$ cat src/rtl/controle_multiciclo_pkg.sv
// Shared encodings for the multicycle controller: opcodes, FSM states and ALU selects.
package pkg_controle;

   localparam logic [3:0] OP_NOP = 4'h0;
   localparam logic [3:0] OP_ADD = 4'h1;
   localparam logic [3:0] OP_SUB = 4'h2;
   localparam logic [3:0] OP_AND = 4'h3;
   localparam logic [3:0] OP_OR  = 4'h4;
   localparam logic [3:0] OP_MOV = 4'h5;
   localparam logic [3:0] OP_LI  = 4'h6;
   localparam logic [3:0] OP_LW  = 4'h7;
   localparam logic [3:0] OP_SW  = 4'h8;
   localparam logic [3:0] OP_BEQ = 4'h9;
   localparam logic [3:0] OP_JMP = 4'hA;
   localparam logic [3:0] OP_HLT = 4'hF;

   typedef enum logic [2:0] {
      BUSCA     = 3'd0,
      DECOD     = 3'd1,
      BUSCA_IMM = 3'd2,
      EXEC      = 3'd3,
      MEM       = 3'd4,
      ESCR      = 3'd5,
      HALT      = 3'd6
   } estado_t;

   typedef enum logic [2:0] {
      ULA_ADD    = 3'd0,
      ULA_SUB    = 3'd1,
      ULA_AND    = 3'd2,
      ULA_OR     = 3'd3,
      ULA_PASS_B = 3'd4,
      ULA_EQ     = 3'd5
   } ula_op_t;

   // Opcode to ALU operation; loads/stores only need the ALU idle, PASS_B is harmless.
   function automatic ula_op_t ula_sel(input logic [3:0] op);
      case (op)
         OP_ADD:  return ULA_ADD;
         OP_SUB:  return ULA_SUB;
         OP_AND:  return ULA_AND;
         OP_OR:   return ULA_OR;
         OP_BEQ:  return ULA_EQ;
         default: return ULA_PASS_B;
      endcase
   endfunction

   // B..E are undefined and run as NOP.
   function automatic logic op_ilegal(input logic [3:0] op);
      return (op >= 4'hB) && (op <= 4'hE);
   endfunction

endpackage

$ cat src/rtl/controle_multiciclo_ula8.sv
// Combinational ALU; EQ returns 1/0 in bit 0 for the branch compare.
module ula8
   import pkg_controle::*;
#(
   parameter int W = 8
) (
   input  ula_op_t      op,
   input  logic [W-1:0] a,
   input  logic [W-1:0] b,
   output logic [W-1:0] y
);

   // Select the operation; carry and borrow are discarded.
   always_comb begin
      y = '0;
      case (op)
         ULA_ADD:    y = a + b;
         ULA_SUB:    y = a - b;
         ULA_AND:    y = a & b;
         ULA_OR:     y = a | b;
         ULA_PASS_B: y = b;
         ULA_EQ:     y = (a == b) ? W'(1) : '0;
         default:    y = '0;
      endcase
   end

endmodule

$ cat src/rtl/controle_multiciclo.sv
// Multicycle sequencer driving the 4x8 register bank, instruction and data memories.
//
// state     | meaning
// BUSCA     | fetch opcode byte into IR, PC+1
// DECOD     | bank read addresses presented, bank updates read data on negedge
// BUSCA_IMM | fetch immediate byte, PC+1 (JMP loads PC here)
// EXEC      | ALU op, latch memory address/data, BEQ decision
// MEM       | data memory write (SW) or read (LW)
// ESCR      | single-cycle bank write
// HALT      | stopped until reset
module controle_multiciclo
   import pkg_controle::*;
#(
   parameter logic [7:0] PC_INICIAL = 8'h00,
   parameter int         LARGURA    = 8
) (
   input  logic               clk,
   input  logic               reset,
   output logic [LARGURA-1:0] imem_addr,
   input  logic [LARGURA-1:0] imem_data,
   output logic [LARGURA-1:0] dmem_addr,
   output logic [LARGURA-1:0] dmem_wdata,
   input  logic [LARGURA-1:0] dmem_rdata,
   output logic               EscMem,
   output logic [1:0]         read_addr1,
   output logic [1:0]         read_addr2,
   input  logic [LARGURA-1:0] read_data1,
   input  logic [LARGURA-1:0] read_data2,
   output logic [1:0]         write_addr,
   output logic [LARGURA-1:0] write_data,
   output logic               EscReg,
   output logic [2:0]         estado,
   output logic               parado,
   output logic               ilegal
);

   estado_t            estado_q, estado_d;
   logic [LARGURA-1:0] pc_q, pc_d;
   logic [LARGURA-1:0] ir_q, ir_d;
   logic [LARGURA-1:0] imm_q, imm_d;
   logic [LARGURA-1:0] result_q, result_d;
   logic [LARGURA-1:0] daddr_q, daddr_d;
   logic [LARGURA-1:0] dwdata_q, dwdata_d;
   logic [1:0]         ra1_q, ra1_d;
   logic [1:0]         ra2_q, ra2_d;
   logic [3:0]         op;
   ula_op_t            ula_op;
   logic [LARGURA-1:0] ula_y;

   assign op     = ir_q[7:4];
   assign ula_op = ula_sel(op);

   ula8 #(.W(LARGURA)) u_ula (
      .op (ula_op),
      .a  (read_data1),
      .b  (read_data2),
      .y  (ula_y)
   );

   // State and datapath latches; reset aborts any instruction in flight.
   always_ff @(posedge clk or posedge reset) begin
      if (reset) begin
         estado_q <= BUSCA;
         pc_q     <= PC_INICIAL;
         ir_q     <= '0;
         imm_q    <= '0;
         result_q <= '0;
         daddr_q  <= '0;
         dwdata_q <= '0;
         ra1_q    <= '0;
         ra2_q    <= '0;
      end else begin
         estado_q <= estado_d;
         pc_q     <= pc_d;
         ir_q     <= ir_d;
         imm_q    <= imm_d;
         result_q <= result_d;
         daddr_q  <= daddr_d;
         dwdata_q <= dwdata_d;
         ra1_q    <= ra1_d;
         ra2_q    <= ra2_d;
      end
   end

   // Next-state and datapath updates per state.
   always_comb begin
      estado_d = estado_q;
      pc_d     = pc_q;
      ir_d     = ir_q;
      imm_d    = imm_q;
      result_d = result_q;
      daddr_d  = daddr_q;
      dwdata_d = dwdata_q;
      ra1_d    = ra1_q;
      ra2_d    = ra2_q;
      case (estado_q)
         BUSCA: begin
            ir_d     = imem_data;
            // Read addresses load with IR so they are stable for the whole DECOD cycle.
            ra1_d    = imem_data[3:2];
            ra2_d    = imem_data[1:0];
            pc_d     = pc_q + LARGURA'(1);
            estado_d = DECOD;
         end
         DECOD: begin
            case (op)
               OP_LI, OP_BEQ, OP_JMP:                 estado_d = BUSCA_IMM;
               OP_HLT:                                estado_d = HALT;
               OP_ADD, OP_SUB, OP_AND, OP_OR, OP_MOV,
               OP_LW, OP_SW:                          estado_d = EXEC;
               default:                               estado_d = BUSCA;
            endcase
         end
         BUSCA_IMM: begin
            imm_d = imem_data;
            pc_d  = pc_q + LARGURA'(1);
            if (op == OP_JMP) begin
               pc_d     = imem_data;
               estado_d = BUSCA;
            end else if (op == OP_LI) begin
               estado_d = ESCR;
            end else begin
               estado_d = EXEC;
            end
         end
         EXEC: begin
            result_d = ula_y;
            daddr_d  = read_data2;
            dwdata_d = read_data1;
            if (op == OP_BEQ) begin
               if (ula_y[0]) pc_d = imm_q;
               estado_d = BUSCA;
            end else if (op == OP_LW || op == OP_SW) begin
               estado_d = MEM;
            end else begin
               estado_d = ESCR;
            end
         end
         MEM: begin
            if (op == OP_LW) begin
               result_d = dmem_rdata;
               estado_d = ESCR;
            end else begin
               estado_d = BUSCA;
            end
         end
         ESCR:    estado_d = BUSCA;
         HALT:    estado_d = HALT;
         default: estado_d = BUSCA;
      endcase
   end

   // Enables decode straight from the state register so reset kills them at once.
   assign imem_addr  = pc_q;
   assign dmem_addr  = daddr_q;
   assign dmem_wdata = dwdata_q;
   assign EscMem     = (estado_q == MEM) && (op == OP_SW);
   assign read_addr1 = ra1_q;
   assign read_addr2 = ra2_q;
   assign write_addr = ir_q[3:2];
   assign write_data = (op == OP_LI) ? imm_q : result_q;
   assign EscReg     = (estado_q == ESCR);
   assign estado     = estado_q;
   assign parado     = (estado_q == HALT);
   assign ilegal     = (estado_q == DECOD) && op_ilegal(op);

endmodule

$ cat config.mk
export PLATFORM = sky130hd
export DESIGN_NAME = controle_multiciclo
export DESIGN_NICKNAME = d
export VERILOG_FILES = /design/src/rtl/controle_multiciclo_pkg.sv /design/src/rtl/controle_multiciclo_ula8.sv /design/src/rtl/controle_multiciclo.sv
export SDC_FILE = /design/constraint.sdc
export NUM_CORES = 1
export LEC_CHECK = 0
export ABC_AREA = 1
export CAP_MARGIN = 10
export CORE_UTILIZATION = 50
export CTS_CLUSTER_DIAMETER = 60
export DETAILED_ROUTE_END_ITERATION = 10
export DONT_BUFFER_PORTS = 1
export GPL_ROUTABILITY_DRIVEN = 1
export SYNTH_ARGS = -nofsm -noshare
export SYNTH_HDL_FRONTEND = slang
export SYNTH_HIERARCHICAL = 1
export SYNTH_SLANG_ARGS = --single-unit
$ cat constraint.sdc
create_clock -name clk -period 3.35 [get_ports clk]
set_clock_uncertainty 0.2 [all_clocks]
set_input_delay 0.67 -clock clk [delete_from_list [all_inputs] [get_ports clk]]
set_output_delay 0.67 -clock clk [all_outputs]
set_load 0.02 [all_outputs]
==> out/metrics.cfg <==
[logic_synthesis]
synth_top_area_cell=dfrtp_1
synth_top_area_share_pct=32.6
ys_ff_latch=51
yosys-top-cells-area=dfrtp_1 33%, nand2_1 19%, ha_1 8.0%
yosysWarnings=6
syn_nets=634
syn_area_um2=3920
ys_types=39
seq_area_frac_synth_pct=32.6
async_reset_ff_share_pct=100
ys.flop_type=dfrtp_1
syn_area_per_cell_um2=6.83
synth_edf_count=0
syn_inst=573

[run_status]
outcome=finished clean

[worst_setup_path]
worstPathRequired_ps=3360
reg2reg_depth=16
critPathArrivalTime_ps=3030
path_class=register to register
cpPeakStageDelay_ps=520
reg2reg_from=ir_q[7]$_DFFE_PP0P_
crit_top_cell=nand2_1
cp-end-kind=register
cp-start-kind=register
r2r_slack_ps=330
cp_max_fo=9
cp_slowest_cell=dfrtp_1
regToRegEndpoint=imem_addr[4]$_DFFE_PP0P_
crit_chain=nand2_1 -> inv_2 -> nand2_1 -> nand3_1 -> o21ai_1 -> inv_2 -> nand3_2 -> o22ai_1 -> a31oi_1 -> nand2_1 -> inv_1 -> nand2_1 -> nand2_4 -> inv_2 -> nand2_1 -> nand2_1

[die]
design.core.area_um2=7410
ios=79
die-area_um2=8190
fp.dieH_um=90.5
die_w_um=90.5
rows=31
start_util_pct=52.8

[power_and_ir_drop]
irDropWorstVdd_mv=0.436
power_uw=3820
p_leak_uw=0.00218
power_density_nw_per_um2=933

[clock_network]
cts_tree=built
cts.sinks=51
cts_made_buffers=5
cts_root_buffer=clkbuf_8
insertion_delay_ps=310
clk_pin_slew_ps=100
htree_levels=2
post-cts-setup-buffer-count=0
clockBufferDepth=2

[finish]
syn_to_final_growth_pct=4.47
layout_common_cells=202 x nand2_1, 56 x inv_1, 52 x nor2_1
multiInputGateArea_um2=2230
fill_cells=769
layout.area.seq_um2=1280
final_common_cell=nand2_1
drive_gt1_share_pct=10.5
nNetsFinal=630

[timing]
final.setup.tns_ps=0
max_slew.worst_pin.slew_ps=763
finalSetupViolCount=0
hold_violations=0
rsz0062_at_grt=no
fmax_mhz=331
slew_viol_final=0
slew-limit-headroom_pct=49.0
period_minus_slack_ps=3020
period_share_pct=90.2

[drt]
wl_per_cell_um=15.6
drtIter0Drc=180
route.detailed.drc=0
vias_per_cell=5.39
totalWireLength_um=10400
vias=3612
drtPass1Iterations=5
drt.antenna.violating_nets=0

[min_path]
hold_class=input port to asynchronous set/reset pin

[global_routing]
antenna_found_initial=1
grt.total_usage_pct=26.3
grt_max_degree=52
grt_pass1_vias=3490
grt_remaining_overflow=0
grt_pass1_wl_um=16900

[flow_run]
cap_violations=0

[place]
dp_hpwl_um=8100
finalWeightedCongestion=0.938
port_buffers=0

==> through the flow <==
stage / setup slack, ps / cells / hold WS, ps / utilization (%) / area [µm²]
detailed placement: 189 / 660 / 337 / 53.6 / 3970
floorplan: 652 / 573 / 243 / - / 3920
finish: 329 / 670 / 69.2 / 55.2 / 4090
global placement: 341 / 660 / 335 / 53.6 / 3970
CTS: 188 / 668 / 264 / 54.9 / 4070
global route: 68.1 / 669 / 101 / 55.2 / 4090
==> synthesized netlist by cell type, types with 2 or more instances <==
library cell and count:
nand2_1 202, inv_1 57, nor2_1 52, dfrtp_1 51, nand3_1 42, ha_1 25
o21ai_0 22, a21oi_1 15, inv_2 15, nand4_1 13, buf_2 9, buf_4 9
a31oi_1 8, nand2_2 8, o22ai_1 6, nand3b_1 4, nor3_1 4, nand2_4 3
fa_1 2, nand3_2 2, nor2_2 2, nor2_4 2, nor4_1 2, o2111ai_1 2
xor2_1 2
==> power by group <==
group | leakage, µW | switching [µW] | internal, µW
clock network | 0.0000516 | 224 | 170
registers | 0.000618 | 494 | 915
logic | 0.00151 | 1370 | 647
total | 0.00218 | 2080 | 1730
==> critical path, delay by kind of cell (launching register included) <==
kind / cells / cell delay [ps]
buffers and inverters: 4 / 340
AOI/OAI and AO/OA: 3 / 660
DFF: 1 / 520
and+or+nand+nor: 9 / 1210
==> worst max path at each step <==
stage	depth (start not counted)	to	slack (ps)	startpoint
detailed placement	16	imem_addr[4]$_DFFE_PP0P_	190	ir_q[7]$_DFFE_PP0P_
floorplan	17	imem_addr[2]$_DFFE_PP0P_	650	ir_q[7]$_DFFE_PP0P_
global route	16	imem_addr[0]$_DFFE_PP0P_	70	ir_q[7]$_DFFE_PP0P_
global placement	16	imem_addr[4]$_DFFE_PP0P_	340	ir_q[7]$_DFFE_PP0P_
CTS	16	imem_addr[4]$_DFFE_PP0P_	190	ir_q[7]$_DFFE_PP0P_
finish	16	imem_addr[4]$_DFFE_PP0P_	330	ir_q[7]$_DFFE_PP0P_
==> flip-flops by register name, indices dropped and copies added, names as in the netlist <==
register / count
dmem_addr: 8
estado: 3
imem_addr: 8
result_q: 8
imm_q: 8
dmem_wdata: 8
ir_q: 8
==> what timing repair did <==
item,CTS,global route
setup endpoints to repair,0,8
gates resized for setup,0,1
hold endpoints to repair,0,0
hold buffers,0,0
==> layout make-up <==
type,instances,area share (%)
Antenna cell,1,0.0612
Clock buffer,6,2.02
Clock inverter,2,0.336
Inverter,73,6.76
Multi-Input combinational cell,429,54.6
Sequential cell,51,31.2
Tap cell,99,3.03
Timing Repair Buffer,9,1.96
==> logic make-up after synthesis <==
kind of cell    Yosys count  synth area share, %
flops                    51                 32.6
buf+inv                  93                 10.3
fa+ha+maj                27                 9.01
simple gates            342                 38.7
compound gates           58                 8.92
xor+xnor                  2                0.448
==> metal layers <==
layer	up-vias	part of all wire, %	GRT usage (%)
met2	127	51	47.8
met4	0	2.0	7.26
met5	-	0	0
met1	1660	41	30.3
li1	1806	-	-
met3	19	6.3	6.65
Note: power is estimated with default switching activity, not from simulation.
